### src/rtl/fetch_unit_if.sv
// Fetch-stage bus: instruction-memory req/ack and decoder valid/ready plus redirect inputs.
// master = fetch unit, slave = memory/decoder side.
interface fetch_unit_if #(
  parameter int unsigned COUNT_W = 32
);
  logic               imem_req;
  logic [31:0]        imem_addr;
  logic               imem_ack;
  logic [31:0]        imem_rdata;
  logic [31:0]        instr;
  logic [5:0]         opcode;
  logic [5:0]         funct;
  logic               instr_valid;
  logic               instr_ready;
  logic               branch_taken;
  logic [31:0]        branch_target;
  logic               j;
  logic [25:0]        j_target;
  logic [31:0]        pc;
  logic [31:0]        pc_plus4;
  logic               misalign_err;
  logic [COUNT_W-1:0] retired_cnt;

  modport master (
    output imem_req, imem_addr, instr, opcode, funct, instr_valid,
           pc, pc_plus4, misalign_err, retired_cnt,
    input  imem_ack, imem_rdata, instr_ready, branch_taken, branch_target,
           j, j_target
  );

  modport slave (
    input  imem_req, imem_addr, instr, opcode, funct, instr_valid,
           pc, pc_plus4, misalign_err, retired_cnt,
    output imem_ack, imem_rdata, instr_ready, branch_taken, branch_target,
           j, j_target
  );
endinterface

### src/rtl/fetch_unit.sv
// Instruction fetch: IDLE -> FETCH (req until ack) -> HOLD (valid until ready); min 2 cycles/instr.
// Redirect inputs are sampled only on the accept edge; all outputs are registered or derived from pc/instr.
module fetch_unit #(
  parameter logic [31:0] RESET_PC = 32'h0000_0000,
  parameter int unsigned COUNT_W  = 32
) (
  input logic          clk,
  input logic          rst,
  fetch_unit_if.master bus
);

  typedef enum logic [1:0] {
    IDLE,
    FETCH,
    HOLD
  } state_e;

  state_e             state_q;
  logic [31:0]        pc_q;
  logic [31:0]        instr_q;
  logic               imem_req_q;
  logic               instr_valid_q;
  logic               misalign_err_q;
  logic [COUNT_W-1:0] retired_cnt_q;

  logic [31:0]        pc_plus4;
  logic [31:0]        pc_d;
  logic               misalign_d;
  logic               accept;

  assign pc_plus4 = pc_q + 32'd4;
  assign accept   = (state_q == HOLD) && bus.instr_ready;

  // Jump beats branch; a branch target is forced word-aligned and a dropped offset is flagged.
  always_comb begin
    pc_d       = pc_plus4;
    misalign_d = 1'b0;
    if (bus.j) begin
      pc_d = {pc_plus4[31:28], bus.j_target, 2'b00};
    end else if (bus.branch_taken) begin
      pc_d       = {bus.branch_target[31:2], 2'b00};
      misalign_d = |bus.branch_target[1:0];
    end
  end

  always_ff @(posedge clk) begin
    if (rst) begin
      state_q        <= IDLE;
      pc_q           <= RESET_PC;
      instr_q        <= 32'd0;
      imem_req_q     <= 1'b0;
      instr_valid_q  <= 1'b0;
      misalign_err_q <= 1'b0;
      retired_cnt_q  <= '0;
    end else begin
      misalign_err_q <= 1'b0;
      case (state_q)
        IDLE: begin
          state_q    <= FETCH;
          imem_req_q <= 1'b1;
        end
        FETCH: begin
          if (bus.imem_ack) begin
            instr_q       <= bus.imem_rdata;
            imem_req_q    <= 1'b0;
            instr_valid_q <= 1'b1;
            state_q       <= HOLD;
          end
        end
        HOLD: begin
          if (accept) begin
            pc_q           <= pc_d;
            misalign_err_q <= misalign_d;
            retired_cnt_q  <= retired_cnt_q + COUNT_W'(1);
            instr_valid_q  <= 1'b0;
            imem_req_q     <= 1'b1;
            state_q        <= FETCH;
          end
        end
        default: begin
          state_q       <= IDLE;
          imem_req_q    <= 1'b0;
          instr_valid_q <= 1'b0;
        end
      endcase
    end
  end

  assign bus.imem_req     = imem_req_q;
  assign bus.imem_addr    = pc_q;
  assign bus.instr        = instr_q;
  assign bus.opcode       = instr_q[31:26];
  assign bus.funct        = instr_q[5:0];
  assign bus.instr_valid  = instr_valid_q;
  assign bus.pc           = pc_q;
  assign bus.pc_plus4     = pc_plus4;
  assign bus.misalign_err = misalign_err_q;
  assign bus.retired_cnt  = retired_cnt_q;

endmodule

### src/flat_wrapper.sv
// flat-port wrapper written by rule: the top's interface ports become plain ports
module fetch_unit_flat 
#(
  parameter logic [31:0] RESET_PC = 32'h0000_0000,
  parameter int unsigned COUNT_W  = 32
)
  (clk, rst, bus_imem_req, bus_imem_addr, bus_instr, bus_opcode, bus_funct, bus_instr_valid, bus_pc, bus_pc_plus4, bus_misalign_err, bus_retired_cnt, bus_imem_ack, bus_imem_rdata, bus_instr_ready, bus_branch_taken, bus_branch_target, bus_j, bus_j_target);
  fetch_unit_if #(.COUNT_W(COUNT_W)) bus_i ();
  input logic clk;
  input logic rst;
  output wire logic [$bits(bus_i.imem_req)-1:0] bus_imem_req;
  output wire logic [$bits(bus_i.imem_addr)-1:0] bus_imem_addr;
  output wire logic [$bits(bus_i.instr)-1:0] bus_instr;
  output wire logic [$bits(bus_i.opcode)-1:0] bus_opcode;
  output wire logic [$bits(bus_i.funct)-1:0] bus_funct;
  output wire logic [$bits(bus_i.instr_valid)-1:0] bus_instr_valid;
  output wire logic [$bits(bus_i.pc)-1:0] bus_pc;
  output wire logic [$bits(bus_i.pc_plus4)-1:0] bus_pc_plus4;
  output wire logic [$bits(bus_i.misalign_err)-1:0] bus_misalign_err;
  output wire logic [$bits(bus_i.retired_cnt)-1:0] bus_retired_cnt;
  input wire logic [$bits(bus_i.imem_ack)-1:0] bus_imem_ack;
  input wire logic [$bits(bus_i.imem_rdata)-1:0] bus_imem_rdata;
  input wire logic [$bits(bus_i.instr_ready)-1:0] bus_instr_ready;
  input wire logic [$bits(bus_i.branch_taken)-1:0] bus_branch_taken;
  input wire logic [$bits(bus_i.branch_target)-1:0] bus_branch_target;
  input wire logic [$bits(bus_i.j)-1:0] bus_j;
  input wire logic [$bits(bus_i.j_target)-1:0] bus_j_target;
  assign bus_imem_req = bus_i.imem_req;
  assign bus_imem_addr = bus_i.imem_addr;
  assign bus_instr = bus_i.instr;
  assign bus_opcode = bus_i.opcode;
  assign bus_funct = bus_i.funct;
  assign bus_instr_valid = bus_i.instr_valid;
  assign bus_pc = bus_i.pc;
  assign bus_pc_plus4 = bus_i.pc_plus4;
  assign bus_misalign_err = bus_i.misalign_err;
  assign bus_retired_cnt = bus_i.retired_cnt;
  assign bus_i.imem_ack = bus_imem_ack;
  assign bus_i.imem_rdata = bus_imem_rdata;
  assign bus_i.instr_ready = bus_instr_ready;
  assign bus_i.branch_taken = bus_branch_taken;
  assign bus_i.branch_target = bus_branch_target;
  assign bus_i.j = bus_j;
  assign bus_i.j_target = bus_j_target;
  fetch_unit #(.RESET_PC(RESET_PC), .COUNT_W(COUNT_W)) u_core (.clk(clk), .rst(rst), .bus(bus_i));
endmodule
### config.mk
export PLATFORM = sky130hd
export DESIGN_NAME = fetch_unit_flat
export DESIGN_NICKNAME = d
export VERILOG_FILES = /design/src/rtl/fetch_unit_if.sv /design/src/rtl/fetch_unit.sv /design/src/flat_wrapper.sv
export SDC_FILE = /design/constraint.sdc
export NUM_CORES = 1
export LEC_CHECK = 0
export BUFFER_PORTS_ARGS = -buffer_cell sky130_fd_sc_hd__buf_4
export CAP_MARGIN = 5
export CORE_MARGIN = 8
export CORE_UTILIZATION = 35
export CTS_CLUSTER_SIZE = 28
export DETAILED_ROUTE_END_ITERATION = 8
export HOLD_SLACK_MARGIN = 0.06
export MAX_ROUTING_LAYER = met4
export PLACE_DENSITY = 0.68
export SYNTH_ARGS = -nofsm -noshare
export SYNTH_HDL_FRONTEND = slang
export SYNTH_SLANG_ARGS = --single-unit
### constraint.sdc
create_clock -name clk -period 2.8 [get_ports clk]
set_clock_uncertainty 0.2 [all_clocks]
set_input_delay 0.14 -clock clk [delete_from_list [all_inputs] [get_ports clk]]
set_output_delay 0.14 -clock clk [all_outputs]
set_load 0.02 [all_outputs]
==> results of run 1 <==
## layout make-up
cell class	instances	share of cell area (%)
sequential	98	22.6
tap	211	3.04
inverter	9	0.388
antenna	1	0.0288
multi-input combinational	506	34.0
clock buffer	9	2.59
timing repair buffer	386	36.5
clock inverter	7	0.892
## sequential cells by signal, indices dropped and copies added, names as in the netlist
register	cells
u_core.bus.instr	32
u_core.bus.retired_cnt	32
u_core.bus.imem_addr	30
u_core.state_q	2
u_core.bus.instr_valid	1
u_core.bus.misalign_err	1
## cell families (layout without fill, tap and decap cells)
group,count (synthesis),after routing,synth area share (%)
buf+inv,107,411,10.9
xor+xnor,57,57,9.14
other cells,1,7,0.0686
flops,98,98,35.9
mux,5,5,0.916
simple gates,284,284,25.3
compound gates,152,152,17.4
fa+ha+maj,2,2,0.458
## cells in the mapped netlist (all sizes together), types with 2 or more instances
master | count | area (µm²)
a2111oi | 2 | 17.5
a21o | 9 | 67.6
a21oi | 64 | 320
a221o | 2 | 20.0
a222oi | 4 | 40.0
a22oi | 17 | 128
a2bb2oi | 4 | 35.0
a31oi | 11 | 68.8
and2 | 5 | 31.3
and3 | 6 | 37.5
and3b | 2 | 17.5
and4 | 6 | 52.6
buf | 55 | 399
clkbuf | 43 | 161
dfxtp | 98 | 1960
ha | 2 | 25.0
inv | 9 | 33.8
mux2i | 5 | 50.1
nand2 | 97 | 372
nand2b | 2 | 12.5
nand3 | 33 | 170
nand4 | 27 | 190
nor2 | 69 | 259
nor2b | 3 | 18.8
nor3 | 15 | 75.1
nor4 | 8 | 71.3
o21ai | 21 | 105
o22ai | 3 | 18.8
o31a | 2 | 17.5
o31ai | 2 | 15.0
o32ai | 2 | 17.5
or2 | 3 | 18.8
or3 | 4 | 25.0
or4 | 2 | 15.0
xnor2 | 29 | 254
xor2 | 28 | 245
## tightest hold or removal path, delay by kind of cell
family	cells	cell delay, ps
buffers and inverters	1	80
AOI/OAI and AO/OA	3	360
## cells in the final DEF, fill, tap and decap left out, drive strengths merged, types with 3 or more instances in the layout
master	count
a22oi	17
inv	11
dlygate4sd3	97
a21o	9
and2	5
nand2	97
or2	3
o21ai	21
a222oi	4
mux2i	5
and4	6
xnor2	29
clkinvlp	3
a21oi	64
nor3	15
or3	4
nor2	69
conb	6
o22ai	3
xor2	28
nor4	8
nand4	27
nor2b	3
nand3	33
and3	6
a2bb2oi	4
buf	289
dfxtp	98
clkbuf	9
a31oi	11
## metal layers
metal	vias up	routed length (µm)	part of all wire, %	track usage, %
met4	0	513	2.4	6.96
li1	3015	-	-	-
met1	2912	8830	42	24.5
met3	29	1130	5.4	4.25
met2	201	10500	50	34.3
met5	-	0	0	-
## per-stage QoR
stage | cell area [µm²] | std cells | setup TNS [ps] | setup WS [ps] | total power, mW
CTS | 8630 | 1221 | 0 | 17.5 | 3.38
finish | 8700 | 1227 | 0 | 167 | 3.35
detailed placement | 7350 | 1107 | 0 | 305 | 1.97
global placement | 7350 | 1107 | 0 | 341 | 1.97
floorplan | 5480 | 711 | 0 | 297 | 1.74
global route | 8700 | 1227 | -69.9 | -38.5 | 3.47
## power by group through the flow
stage | Sequential (mW) | Clock, mW | Combinational, mW
after floorplan | 1.53 | 0 | 0.220
after global placement | 1.49 | 0 | 0.475
after detailed placement | 1.49 | 0 | 0.476
after CTS | 1.46 | 1.33 | 0.588
after global routing | 1.47 | 1.37 | 0.634
final | 1.46 | 1.29 | 0.594
## how the worst min path moves through the flow
stage	slack, ps	startpoint	endpoint
global placement	180	bus_branch_target[0]	u_core.bus.misalign_err
CTS	60	bus_j_target[22]	u_core.bus.imem_addr[24]
global route	70	bus_j_target[22]	u_core.bus.imem_addr[24]
detailed placement	190	bus_branch_target[0]	u_core.bus.misalign_err
floorplan	80	bus_imem_rdata[0]	u_core.bus.instr[0]
finish	70	bus_j_target[22]	u_core.bus.imem_addr[24]
## timing repair
action                                  4_1_cts  5_1_grt
endpoints found under the setup margin        2       10
hold endpoints to repair                     65        0
setup buffers                                 1        5
pin swaps                                     1        0
resized for setup                             0        4
gates cloned                                  0        0
hold buffers                                 97        0
==> flow_summary_export.csv, run 1 <==
group,metric,value,unit
status,outcome,"completed",
power,combPwrFrac,17.8,%
worst_setup_path,timing.rr.end,"u_core.bus.imem_addr[6]",
timing,timing.final.crit_share,94.0,%
detailed_routing,first_iter_violations,380,
power,intPower,2.44,mW
power,p_per_area,385,mW/mm²
global_routing,grt_max_degree,75,
power,switchingPower,908,µW
worst_setup_path,critPathTopFamily,"buffers and inverters",
power,vdd_ir_drop_max,0.283,mV
timing,hold_slack,71.0,ps
placed_design,io_buffer_count,264,
power,pwr-share-seq,43.7,%
synthesis,synth_edf_count,0,
cts,htreeDepth,3,
global_routing,grt_pass1_wl,32200,µm
detailed_routing,drtAntennaViolNets,0,
placed_design,gp_congestion,0.813,
worst_setup_path,crit_type,"register to register",
worst_setup_path,critPathCapture,"u_core.bus.imem_addr[6]",
finish,drive_gt1_share,31.5,%
synthesis,ys_warn_count,0,
detailed_routing,first_pass_iters,7,
die,die-area,0.0199,mm²
timing,slew_headroom,48.8,%
global_routing,grt_overflow,0,
worst_setup_path,slowest_stage,"dlygate4sd3_1",
hold_path,whs_path_depth,4,
placed_design,dp_hpwl,14600,µm
worst_setup_path,timing.rr.start,"u_core.state_q[0]",
power,netSwitchingFraction,27.1,%
die,core_area,0.0153,mm²
detailed_routing,vias,6157,
worst_setup_path,critical_path_depth,7,
detailed_routing,drcViolationCount,0,
timing,finalMaxSlewViolations,0,
cts,cts_inserted_buffers,9,
global_routing,grtUsageTotal,20.7,%
synthesis,synth_area,0.00546,mm²
worst_setup_path,rrSetupSlack,170,ps
worst_setup_path,r2r_cells,7,
timing,fmax,0.380,GHz
timing,period_minus_slack,2630,ps
worst_setup_path,path_cells,"nand3b_1 -> buf_4 -> buf_12 -> a21oi_1 -> dlygate4sd3_1 -> a211oi_1 -> dlygate4sd3_1",
worst_setup_path,cp_common_cell,"dlygate4sd3_1",
timing,rsz0062_at_grt,"true",
cts,cts_tree,"done",
power,p_leak,3.82,nW
worst_setup_path,crit_start,"u_core.state_q[0]",
finish,area_growth,59.1,%
timing,setup_viol,0,
worst_setup_path,critPathMaxStageDelay,560,ps
synthesis,ys_seq_area_share,35.9,%
timing,worstMarginPinSlew,765,ps
worst_setup_path,critPathLaunchType,"register",
synthesis,synthArstFlopShare,0,%
worst_setup_path,cp_num_buf_inv,4,
finish,fillers,1400,
cts,cts_sinks,98,
die,die_w,141,µm
synthesis,yosysUniqueCellTypes,56,
flow_run,cap_viol_max_count,0,
worst_setup_path,crit_fanout,44,
synthesis,syn_inst,706,
cts,clockRootBuffer,"clkbuf_16",
finish,fin_nets,1108,
die,rows,45,
die,die_y,141,µm
detailed_routing,wire_per_inst,17.1,µm
finish,finalCoreUtilization,57.0,%
die,pin_count,271,
worst_setup_path,arrival,2730,ps
synthesis,synth_seq_cells,98,
die,initial_utilization,35.8,%
worst_setup_path,critPathCaptureType,"register",
synthesis,syn_avg_cell_area,7.74,µm²
global_routing,antenna_found_initial,1,
cts,cts_max_path_buffers,2,
hold_path,worstHoldPathType,"primary input to register",
global_routing,first_global_vias,5970,
synthesis,synthFlopType,"dfxtp_1",
finish,seqCellArea,0.00196,mm²
timing,finalHoldViolations,0,
detailed_routing,via_per_inst,5.02,
power,clockPowerShare,38.5,%
cts,clk_latency,350,ps
cts,clk_transition_reported_paths,70,ps
detailed_routing,wl,21000,µm
worst_setup_path,cp.required,2900,ps
finish,multi_input_area,0.00295,mm²
Note: power is estimated with default switching activity, not from simulation.
==> inputs of run 2 (changes only) <==
==> constraint.sdc (replaced) <==
create_clock -name clk -period 2.5 [get_ports clk]
set_clock_uncertainty 0.2 [all_clocks]
set_input_delay 0.125 -clock clk [delete_from_list [all_inputs] [get_ports clk]]
set_output_delay 0.125 -clock clk [all_outputs]
set_load 0.02 [all_outputs]
==> run 2 against run 1 <==
Compared with the run above:
- worst hold slack improved by 13 ps
- routed wire length increased by 2.2%
- highest routed layer unchanged
- largest power group unchanged
- critical endpoint is now bus_pc_plus4[12]
- sequential cell count did not move
- sequential power increased by 12%
==> flow_summary_export.csv, run 2 (synthesis gave the netlist of run 1 again) <==
group,metric,value,unit
worst_setup_path,path_cells,"ha_2 -> nand3_2 -> nor2_1 -> buf_4 -> nand4_1 -> xnor2_1 -> buf_4",
cts,cts_max_path_buffers,2,
worst_setup_path,critical_path_depth,7,
detailed_routing,first_iter_violations,390,
worst_setup_path,critPathLaunchType,"register",
die,initial_utilization,35.8,%
detailed_routing,wire_per_inst,17.3,µm
worst_setup_path,critPathCapture,"bus_pc_plus4[12]",
worst_setup_path,critPathMaxStageDelay,380,ps
worst_setup_path,timing.rr.end,"u_core.bus.imem_addr[11]",
finish,fillers,1401,
timing,rsz0062_at_grt,"true",
power,netSwitchingFraction,28.1,%
cts,htreeDepth,3,
finish,multi_input_area,0.00298,mm²
finish,area_growth,61.1,%
die,die_w,141,µm
timing,finalMaxSlewViolations,0,
worst_setup_path,cp.required,2170,ps
power,vdd_ir_drop_max,0.318,mV
flow_run,cap_viol_max_count,0,
worst_setup_path,cp_num_buf_inv,2,
worst_setup_path,critPathTopFamily,"simple AND/OR/NAND/NOR gates",
timing,slew_headroom,46.0,%
die,rows,45,
finish,drive_gt1_share,34.8,%
worst_setup_path,crit_type,"register to primary output",
worst_setup_path,slowest_stage,"dfxtp_2",
detailed_routing,drtAntennaViolNets,0,
cts,clk_latency,350,ps
placed_design,io_buffer_count,264,
power,intPower,2.63,mW
worst_setup_path,critPathCaptureType,"primary output",
global_routing,grt_overflow,0,
power,clockPowerShare,37.1,%
finish,fin_nets,1121,
power,p_leak,3.88,nW
global_routing,grtUsageTotal,21.2,%
worst_setup_path,timing.rr.start,"u_core.bus.imem_addr[3]",
worst_setup_path,crit_start,"u_core.bus.imem_addr[3]",
timing,period_minus_slack,2450,ps
timing,worstMarginPinSlew,807,ps
finish,final_area,0.00880,mm²
placed_design,gp_congestion,0.853,
cts,cts_sinks,98,
cts,clockRootBuffer,"clkbuf_16",
power,pwr-share-seq,44.5,%
timing,finalHoldViolations,0,
global_routing,grt_max_degree,59,
detailed_routing,vias,6206,
placed_design,dp_hpwl,14900,µm
power,p_per_area,415,mW/mm²
worst_setup_path,crit_fanout,7,
worst_setup_path,r2r_cells,8,
finish,final_common_cell,"buf_4",
timing,setup_viol,0,
detailed_routing,drcViolationCount,0,
timing,timing.final.crit_share,98.1,%
power,combPwrFrac,18.4,%
finish,layout_common_cells,"buf_4, nand2_1, dlygate4sd3_1",
detailed_routing,wl,21500,µm
worst_setup_path,arrival,2130,ps
global_routing,antenna_found_initial,0,
cts,cts_tree,"done",
die,core_area,0.0153,mm²
finish,seqCellArea,0.00199,mm²
detailed_routing,first_pass_iters,7,
placed_design,place_area,0.00743,mm²
finish,finalCoreUtilization,57.7,%
power,switchingPower,1.03,mW
die,die_y,141,µm
status,outcome,"completed",
worst_setup_path,rrSetupSlack,100,ps
cts,cts_inserted_buffers,9,
die,die-area,0.0199,mm²
global_routing,first_global_vias,6070,
global_routing,grt_pass1_wl,33000,µm
detailed_routing,via_per_inst,5.00,
die,pin_count,271,
timing,fmax,0.408,GHz
cts,clk_transition_reported_paths,80,ps
hold_path,worstHoldPathType,"primary input to register",
worst_setup_path,cp_common_cell,"buf_4",
run 2: changes by cell type in the layout (fill, tap and decap cells not counted), moves of 2 or more:
cell and delta:
buf_4 +19, dfxtp_4 +5, dfxtp_1 -15, dfxtp_2 +10, and4_1 -2, dlygate4sd3_1 -5
run 2: worst reg2reg max path, cell delays in order, from the launching register on:
cell	delay, ps
dfxtp_2	350
nand3_1	180
buf_4	180
nor3_1	50
buf_4	170
a222oi_1	310
dlygate4sd3_1	620
a2bb2oi_1	170
nor2_1	60
run 2: power groups by stage:
stage          Sequential [mW]  Clock, mW  Combinational (mW)
2_1_floorplan             1.71          0               0.246
3_3_place_gp              1.67          0               0.539
3_5_place_dp              1.67          0               0.540
4_1_cts                   1.63       1.41               0.662
5_1_grt                   1.63       1.45               0.716
6_report                  1.63       1.36               0.671
run 2: repair_timing:
action                                  CTS  global route
pin swaps                                 5             7
resized for setup                        14            18
setup buffers                             4             8
hold buffers                             92             0
gates cloned                              0             0
endpoints found under the setup margin    9            13
endpoints found under the hold margin    63             0
run 2: area by class of cell:
type	count	share of cell area, %
Clock inverter	7	0.682
Tap cell	211	3.00
Multi-Input combinational cell	506	33.8
Sequential cell	98	22.6
Timing Repair Buffer	399	36.9
Inverter	9	0.384
Antenna cell	1	0.0284
Clock buffer	9	2.56
run 2: layer usage:
layer	GRT usage (%)	vias to the layer above	share of wire [%]
met3	4.76	32	5.5
met1	24.9	2884	42
met2	34.8	235	50
met5	-	-	0
li1	-	3055	-
met4	8.26	0	2.6
run 2: how the worst min path moves through the flow:
stage / from / end / depth (start not counted)
2_1_floorplan: bus_imem_rdata[0] / u_core.bus.instr[0] / 2
3_3_place_gp: bus_branch_target[0] / u_core.bus.misalign_err / 2
3_5_place_dp: bus_branch_target[0] / u_core.bus.misalign_err / 2
4_1_cts: bus_branch_target[26] / u_core.bus.imem_addr[26] / 5
5_1_grt: bus_branch_target[27] / u_core.bus.imem_addr[27] / 5
6_report: bus_branch_target[26] / u_core.bus.imem_addr[26] / 5
run 2: per-stage QoR:
stage	power [mW]	instances	setup WS [ps]	hold WS, ps	TNS (ps)
6_report	3.66	1240	48.1	83.5	0
5_1_grt	3.80	1239	-65.0	108	-119
4_1_cts	3.70	1231	0.824	65.2	0
3_5_place_dp	2.21	1119	258	172	0
3_3_place_gp	2.21	1119	312	164	0
2_1_floorplan	1.95	711	11.7	61.0	0
==> inputs of run 3 (changes only) <==
--- a/config.mk
+++ b/config.mk
@@ -8,12 +8,13 @@
 export BUFFER_PORTS_ARGS = -buffer_cell sky130_fd_sc_hd__buf_4
 export CAP_MARGIN = 5
 export CORE_MARGIN = 8
-export CORE_UTILIZATION = 35
+export CORE_UTILIZATION = 38
+export CTS_BUF_LIST = sky130_fd_sc_hd__clkbuf_2 sky130_fd_sc_hd__clkbuf_4 sky130_fd_sc_hd__clkbuf_8
 export CTS_CLUSTER_SIZE = 28
 export DETAILED_ROUTE_END_ITERATION = 8
 export HOLD_SLACK_MARGIN = 0.06
 export MAX_ROUTING_LAYER = met4
-export PLACE_DENSITY = 0.68
+export PLACE_DENSITY = 0.72
 export SYNTH_ARGS = -nofsm -noshare
 export SYNTH_HDL_FRONTEND = slang
 export SYNTH_SLANG_ARGS = --single-unit
==> run 3 against run 2 <==
Compared with the run above:
- routed wire length decreased by 0.52%
- fmax decreased by 0.45%
- sequential power about the same
==> flow_summary_export.csv, run 3 (synthesis gave the netlist of run 1 again) <==
group,metric,value,unit
status,outcome,"completed",
detailed_routing,via_per_inst,5.16,
die,rows,44,
finish,finalCoreUtilization,62.3,%
die,die_y,136,µm
detailed_routing,wire_per_inst,17.4,µm
detailed_routing,drtAntennaViolNets,0,
finish,drive_gt1_share,34.7,%
timing,setup_viol,0,
global_routing,grt_max_degree,70,
detailed_routing,drcViolationCount,0,
timing,timing.final.crit_share,98.5,%
worst_setup_path,cp_num_buf_inv,4,
cts,cts_tree,"done",
global_routing,grt.met1_usage,26.7,%
timing,finalMaxSlewViolations,0,
detailed_routing,first_pass_iters,7,
timing,worstMarginPinSlew,676,ps
finish,final_common_cell,"buf_4",
worst_setup_path,arrival,2140,ps
cts,htreeDepth,3,
global_routing,use_met2,38.1,%
cts,clk_latency,380,ps
worst_setup_path,path_cells,"nand4_4 -> buf_4 -> nor4_4 -> buf_4 -> buf_12 -> nand3_1 -> xnor2_2 -> buf_4",
cts,cts_sinks,98,
worst_setup_path,cp.required,2170,ps
placed_design,dp_hpwl,14400,µm
timing,tns,0,ps
worst_setup_path,crit_type,"register to primary output",
timing,slew_headroom,55.0,%
timing,fmax,0.406,GHz
timing,period_minus_slack,2460,ps
hold_path,min_from,"bus_branch_target[20]",
die,die_w,136,µm
power,p_leak,3.95,nW
worst_setup_path,critPathTopFamily,"buffers and inverters",
placed_design,gp_congestion,0.838,
worst_setup_path,cp_common_cell,"buf_4",
cts,clockRootBuffer,"clkbuf_8",
timing,worst_slack,37.1,ps
flow_run,cap_viol_max_count,0,
timing,rsz0062_at_grt,"true",
global_routing,grt_overflow,0,
detailed_routing,wl,21400,µm
finish,final_area,0.00891,mm²
global_routing,grtUsageTotal,22.8,%
finish,fillers,1261,
cts,cts_max_path_buffers,2,
global_routing,grt.busiest_layer,"met2",
worst_setup_path,crit_fanout,5,
detailed_routing,vias,6326,
placed_design,pre_cts_ws,227,ps
worst_setup_path,timing.rr.start,"u_core.state_q[0]",
global_routing,grt_pass1_wl,32800,µm
worst_setup_path,critPathMaxStageDelay,390,ps
worst_setup_path,critPathLaunchType,"register",
power,p_per_area,395,mW/mm²
placed_design,io_buffer_count,264,
cts,clk_transition_reported_paths,100,ps
finish,layout_common_cells,"buf_4, dlygate4sd3_1, nand2_1",
finish,area_growth,63.2,%
worst_setup_path,crit_start,"u_core.bus.imem_addr[14]",
finish,insertedDiodeCount,0,
worst_setup_path,slowest_stage,"dfxtp_4",
hold_path,worstHoldPathType,"primary input to register",
die,core_area,0.0143,mm²
power,vdd_ir_drop_max,0.305,mV
finish,fin_nets,1134,
global_routing,first_global_vias,6279,
die,pin_count,271,
worst_setup_path,critPathCaptureType,"primary output",
cts,cts_inserted_buffers,9,
detailed_routing,first_iter_violations,538,
die,initial_utilization,38.2,%
global_routing,use_met3,4.07,%
placed_design,place_area,0.00737,mm²
global_routing,antenna_found_initial,0,
timing,finalHoldViolations,0,
die,die-area,0.0185,mm²
==> run 3: cell count changes in the layout (fill, tap and decap cells not counted), moves of 2 or more <==
cell           previous run  this run
dfxtp_4                   5        14
buf_4                   305       301
bufinv_16                 0         2
dlygate4sd3_1            92       106
buf_6                     0         2
dfxtp_2                  10         4
dfxtp_1                  83        80
clkinvlp_4                3         1
clkbuf_8                  0        10
clkbuf_16                 9         0
==> run 3: area by class of cell <==
type                       count  area (µm²)  area share, %
multi-input combinational    506        2990           33.6
timing repair buffer         412        3400           38.2
inverter                       9        33.8          0.379
clock inverter                 6        96.3           1.08
clock buffer                  10         138           1.54
sequential                    98        2020           22.7
tap                          184         230           2.58
==> run 3: what timing repair did <==
| action | CTS | global route |
|---|---|---|
| endpoints found under the hold margin | 66 | 0 |
| buffers inserted | 5 | 10 |
| hold buffers | 107 | 0 |
| resized for setup | 18 | 30 |
| endpoints found under the setup margin | 13 | 20 |
| pin swaps | 4 | 4 |
==> run 3: worst reg2reg max path, stage by stage (launching register included) <==
cell,delay (ps)
dfxtp_1,380
nand3b_1,220
buf_12,210
a2111oi_2,400
dlygate4sd3_1,610
nand3_1,80
a31oi_1,180
==> run 3: metrics by stage <==
step	instances	total power, mW	hold WS, ps
after global placement	1088	2.20	162
after global routing	1225	3.68	194
after CTS	1216	3.56	129
after detailed placement	1088	2.21	179
final	1225	3.53	154
after floorplan	711	1.95	61.0
==> run 3: path summary, 6_finish.rpt <==
kind,depth (start not counted),end,slack (ps)
setup / recovery,8,bus_pc_plus4[24],40
hold / removal,4,u_core.bus.imem_addr[20],150
setup reg to reg,6,u_core.bus.imem_addr[18],140
hold reg to reg,2,u_core.bus.instr[23],260
==> run 3: where the power goes <==
part | internal (mW) | leakage (nW) | switching [mW]
Sequential | 1.59 | 0.807 | 0.0384
Combinational | 0.357 | 3.03 | 0.327
Clock | 0.603 | 0.115 | 0.613
==> run 3: metal layers <==
metal | share of wire (%) | wire [µm] | vias up
met2 | 50 | 10700 | 247
met5 | 0 | 0 | -
met3 | 5.7 | 1230 | 50
met1 | 41 | 8750 | 2959
li1 | - | - | 3070
met4 | 3.0 | 647 | 0
